File: src/rtl/cotm32_pipeline_pkg.sv
// Shared pipeline types and helpers for the cotm32 front end.
// Holds the IF/ID payload layout, the NOP encoding and the pointer wrap helper.
package cotm32_pipeline_pkg;

  localparam logic [31:0] INST_NOP  = 32'h0000_0013;
  localparam int          PTR_MAX_W = 3;

  typedef struct packed {
    logic [31:0] pc;
    logic [31:0] inst;
  } ifid_data_t;

  typedef struct packed {
    logic access_fault;
    logic misaligned;
  } ifid_trap_t;

  // Ring pointer advance: wraps from depth-1 back to 0 (depth need not be a power of 2).
  function automatic logic [PTR_MAX_W-1:0] ptr_inc_wrap(
    input logic [PTR_MAX_W-1:0] ptr,
    input logic [PTR_MAX_W:0]   depth
  );
    logic [PTR_MAX_W-1:0] nxt;
    if ({1'b0, ptr} == (depth - (PTR_MAX_W+1)'(1))) begin
      nxt = {PTR_MAX_W{1'b0}};
    end else begin
      nxt = ptr + PTR_MAX_W'(1);
    end
    return nxt;
  endfunction

endpackage

File: src/rtl/pipe_elastic_reg.sv
// Elastic pipeline register: small in-order FIFO between pipeline stages.
// o_ready depends only on registered occupancy, so no ready path crosses the stage.
module pipe_elastic_reg
  import cotm32_pipeline_pkg::*;
#(
  parameter int                 DATA_W     = 64,
  parameter int                 TRAP_W     = 2,
  parameter int                 DEPTH      = 2,
  parameter logic [DATA_W-1:0]  FLUSH_DATA = DATA_W'(INST_NOP)
) (
  input  logic                        i_clk,
  input  logic                        i_rst_n,
  input  logic                        i_flush,
  input  logic                        i_valid,
  output logic                        o_ready,
  input  logic [DATA_W-1:0]           i_data,
  input  logic [TRAP_W-1:0]           i_trap,
  output logic                        o_valid,
  input  logic                        i_ready,
  output logic [DATA_W-1:0]           o_data,
  output logic [TRAP_W-1:0]           o_trap,
  output logic [$clog2(DEPTH+1)-1:0]  o_count
);

  localparam int PTR_W = (DEPTH > 1) ? $clog2(DEPTH) : 1;
  localparam int CNT_W = $clog2(DEPTH + 1);
  localparam int ENT_W = DATA_W + TRAP_W;

  logic [ENT_W-1:0] mem_q [2**PTR_W];
  logic [PTR_W-1:0] wr_ptr_q, wr_ptr_d;
  logic [PTR_W-1:0] rd_ptr_q, rd_ptr_d;
  logic [CNT_W-1:0] count_q,  count_d;
  logic             push_s, pop_s, ready_s, valid_s;
  logic [ENT_W-1:0] head_s;

  assign ready_s = (count_q < CNT_W'(DEPTH));
  assign valid_s = (count_q != CNT_W'(0));
  assign push_s  = i_valid && ready_s;
  assign pop_s   = valid_s && i_ready;
  assign head_s  = mem_q[rd_ptr_q];

  // Next-state for pointers and occupancy; flush overrides any push or pop.
  always_comb begin
    wr_ptr_d = wr_ptr_q;
    rd_ptr_d = rd_ptr_q;
    count_d  = count_q;
    if (i_flush) begin
      wr_ptr_d = PTR_W'(0);
      rd_ptr_d = PTR_W'(0);
      count_d  = CNT_W'(0);
    end else begin
      if (push_s) begin
        wr_ptr_d = PTR_W'(ptr_inc_wrap(PTR_MAX_W'(wr_ptr_q), (PTR_MAX_W+1)'(DEPTH)));
      end else begin
        wr_ptr_d = wr_ptr_q;
      end
      if (pop_s) begin
        rd_ptr_d = PTR_W'(ptr_inc_wrap(PTR_MAX_W'(rd_ptr_q), (PTR_MAX_W+1)'(DEPTH)));
      end else begin
        rd_ptr_d = rd_ptr_q;
      end
      case ({push_s, pop_s})
        2'b10:   count_d = count_q + CNT_W'(1);
        2'b01:   count_d = count_q - CNT_W'(1);
        default: count_d = count_q;
      endcase
    end
  end

  // Control state register.
  always_ff @(posedge i_clk or negedge i_rst_n) begin
    if (!i_rst_n) begin
      wr_ptr_q <= PTR_W'(0);
      rd_ptr_q <= PTR_W'(0);
      count_q  <= CNT_W'(0);
    end else begin
      wr_ptr_q <= wr_ptr_d;
      rd_ptr_q <= rd_ptr_d;
      count_q  <= count_d;
    end
  end

  // Entry storage; left unreset because empty slots are never shown on the outputs.
  always_ff @(posedge i_clk) begin
    if (push_s && !i_flush) begin
      mem_q[wr_ptr_q] <= {i_trap, i_data};
    end
  end

  // Output view of the head entry, with the NOP bubble shown while empty.
  always_comb begin
    o_data = FLUSH_DATA;
    o_trap = TRAP_W'(0);
    if (valid_s) begin
      o_data = head_s[DATA_W-1:0];
      o_trap = head_s[ENT_W-1:DATA_W];
    end else begin
      o_data = FLUSH_DATA;
      o_trap = TRAP_W'(0);
    end
  end

  assign o_ready = ready_s;
  assign o_valid = valid_s;
  assign o_count = count_q;

endmodule
File: config.mk
export PLATFORM = sky130hd
export DESIGN_NAME = pipe_elastic_reg
export DESIGN_NICKNAME = d
export VERILOG_FILES = /design/src/rtl/cotm32_pipeline_pkg.sv /design/src/rtl/pipe_elastic_reg.sv
export SDC_FILE = /design/constraint.sdc
export NUM_CORES = 1
export LEC_CHECK = 0
export ABC_AREA = 1
export BUFFER_PORTS_ARGS = -buffer_cell sky130_fd_sc_hd__buf_2
export CAP_MARGIN = 0
export CORE_MARGIN = 2
export CORE_UTILIZATION = 35
export CTS_CLUSTER_DIAMETER = 200
export CTS_CLUSTER_SIZE = 10
export DETAILED_ROUTE_END_ITERATION = 10
export HOLD_SLACK_MARGIN = 0.08
export MAX_ROUTING_LAYER = met4
export PLACE_DENSITY_LB_ADDON = 0.1
export SKIP_LAST_GASP = 1
export SLEW_MARGIN = 15
export SYNTH_ARGS = -nofsm -noshare
export SYNTH_HDL_FRONTEND = slang
export SYNTH_SLANG_ARGS = --single-unit
File: constraint.sdc
create_clock -name i_clk -period 4.5 [get_ports i_clk]
set_clock_uncertainty 0.1 [all_clocks]
set_input_delay 0.225 -clock i_clk [delete_from_list [all_inputs] [get_ports i_clk]]
set_output_delay 0.225 -clock i_clk [all_outputs]
set_load 0.02 [all_outputs]
==> flow_metrics.tcl <==
set metrics [dict create \
    period_share_pct 60.2 \
    p_sw_share_pct 31.4 \
    fill_cells 1276 \
    p_per_area_nw_per_um2 494 \
    power_w 0.00356 \
    max_freq_ghz 0.369 \
    min_period_ps 2710 \
    root_buffer "clkbuf_16" \
    p_switching_w 0.00112 \
    end_kind "output pin" \
    die_h_um 125 \
    synth_nets 457 \
    yosysSeqAreaShare_pct 79.2 \
    finalNetCount 671 \
    p_int_w 0.00244 \
    async_flop_share_pct 2.94 \
    fp.dieArea_um2 15700 \
    via_per_inst 4.64 \
    leakage_nw 2.92 \
    drtPass1Iterations 4 \
    grt_pass1_wl_um 18700 \
    yosysWarnings 0 \
    cap_violations 0 \
    drive_gt1_share_pct 28.3 \
    synth_area_per_cell_um2 13.3 \
    netlist_instances 386 \
    report.final.slew_viol_count 0 \
    rows 44 \
    yosysTopAreaCell "edfxtp_1" \
    ios 141 \
    place_hpwl_um 6590 \
    seqCellArea_um2 4070 \
    grt_max_degree 67 \
    max-slew-margin-rel_pct 35.2 \
    setup_ws_ps 1790 \
    ctsLongestPathBuffers 2 \
    synthFlopType "edfxtp_1" \
    fp.dieW_um 125 \
    crit_fanout 33 \
    cts_max_level 4 \
    globalRouteOverflowTotal 0 \
    drtIter0Drc 270 \
    syn2layout_area_growth_pct 40.6 \
    tightest_slew_ps 970 \
    sequentialPowerShare_pct 42.4 \
    yosysMostFrequentCell "nand2_1" \
    core_um2 14400 \
    ctsResizeCount 0 \
    grt_use_total_pct 16.2 \
    antenna_cells 0 \
    drt-total-wl_um 11900 \
    critical_path_required_ps 4180 \
    cp.arrival_ps 2390 \
    multiInputGateArea_um2 965 \
    grt_pass1_vias 3702 \
    cts_tree "built" \
    synth_edf_count 132 \
    setup_tns_ps 0 \
    gp_congestion 0.795 \
    route.detailed.drc 0 \
    rsz0062_at_grt "false" \
    route.vias.total 3692 \
    holdCritPathClass "primary input to register" \
    synth_area_um2 5130 \
    cts_made_buffers 17 \
    synth_seq_cells 136 \
    port_buffers 140 \
    ir_worst_vdd_mv 0.313 \
    antenna_found_initial 0 \
    synth.area.top_cells "edfxtp_1 (77%), nand2_1 (11%), a21oi_1 (6.2%)" \
    fin_util_pct 50.0 \
    fin_hold_ws_ps 143 \
    status "finished, final reports clean" \
    hold_violations 0 \
    critPathKind "register to output pin" \
    clk_pin_slew_ps 50 \
    synth_common_cells "nand2_1 (146), edfxtp_1 (132), a21oi_1 (64)" \
    start_util_pct 35.6 \
    ys_types 15 \
    wire_per_inst_um 15.0 \
    setup_violations 0 \
    yosysTopAreaCellShare_pct 77.2 \
    pwr-share-comb_pct 25.3 \
    antenna_left 0 \
    worstSetupStartpointType "register" \
    pre_cts_slack_ps 2050 \
    pwr-share-clk_pct 32.4 \
    insertion_delay_ps 410 \
    cts.sinks 136 \
]
[path summary, 6_finish.rpt]
path,slack [ps],start,endpoint,cells past startpoint
worst max-delay path,1790,o_count[1],o_data[63],4
worst min-delay path,140,i_valid,wr_ptr_q,4
worst min register to register,450,wr_ptr_q,wr_ptr_q,1
min in group asynchronous,620,i_rst_n,o_count[1],3
worst max register to register,2070,o_count[1],mem_q[0][64],6
max in group asynchronous,3480,i_rst_n,rd_ptr_q,3
[flip-flops by register name (all words and copies together), names as in the netlist]
register and flops:
wr_ptr_q 1, o_count 2, rd_ptr_q 1, mem_q 132
[routing by layer]
metal	up-vias	global-route usage (%)	share of wire [%]
met1	1763	18.5	42
met4	0	6.41	1.4
met3	15	5.43	6.7
met2	128	26.3	50
li1	1786	-	-
met5	-	-	0
[critical path, cell delays in order, from the launching register on]
cell and delay (ps):
dfrtp_1 450, nor2_4 690, buf_4 500, a21oi_1 120, buf_2 190
[cell usage in the layout (no fill, tap or decap), drive strengths merged]
cell | synthesis | layout
nand2 | 147 | 147
buf | 16 | 145
edfxtp | 132 | 132
dlygate4sd3 | 0 | 70
a21oi | 64 | 64
clkbuf | 4 | 24
clkinv | 0 | 7
nand3 | 6 | 6
inv | 6 | 6
nor2 | 5 | 5
dfrtp | 4 | 4
o22ai | 1 | 1
o21ai | 1 | 1
[final cells by class]
| cell class | count | area share (%) |
|---|---|---|
| timing repair buffer | 215 | 20.1 |
| inverter | 6 | 0.312 |
| tap | 184 | 3.19 |
| sequential | 136 | 56.3 |
| clock inverter | 7 | 0.416 |
| multi-input combinational | 224 | 13.4 |
| clock buffer | 24 | 6.26 |
[kinds of logic (layout without fill, tap and decap cells)]
group | count (synthesis) | count (layout) | synth area share, %
AND/OR/NAND/NOR | 158 | 158 | 11.9
AO/OA/AOI/OAI | 66 | 66 | 6.46
buffers and inverters | 26 | 252 | 2.44
flip-flops | 136 | 136 | 79.2
[timing repair]
item	4_1_cts	5_1_grt
endpoints found under the hold margin	139	0
setup buffers	0	0
hold buffers	70	0
[through the flow]
stage | area (um2) | instances
floorplan | 5130 | 386
global placement | 6030 | 695
detailed placement | 6030 | 695
CTS | 7220 | 796
global route | 7220 | 796
finish | 7220 | 796
[power by group through the flow]
stage               combinational (W)  sequential (W)  clock [W]
finish                       0.000899         0.00151    0.00115
global route                 0.000986         0.00151    0.00124
CTS                          0.000918         0.00151    0.00118
detailed placement           0.000868         0.00153          0
global placement             0.000865         0.00153          0
floorplan                    0.000542         0.00154          0
Note: power is estimated with default switching activity, not from simulation.
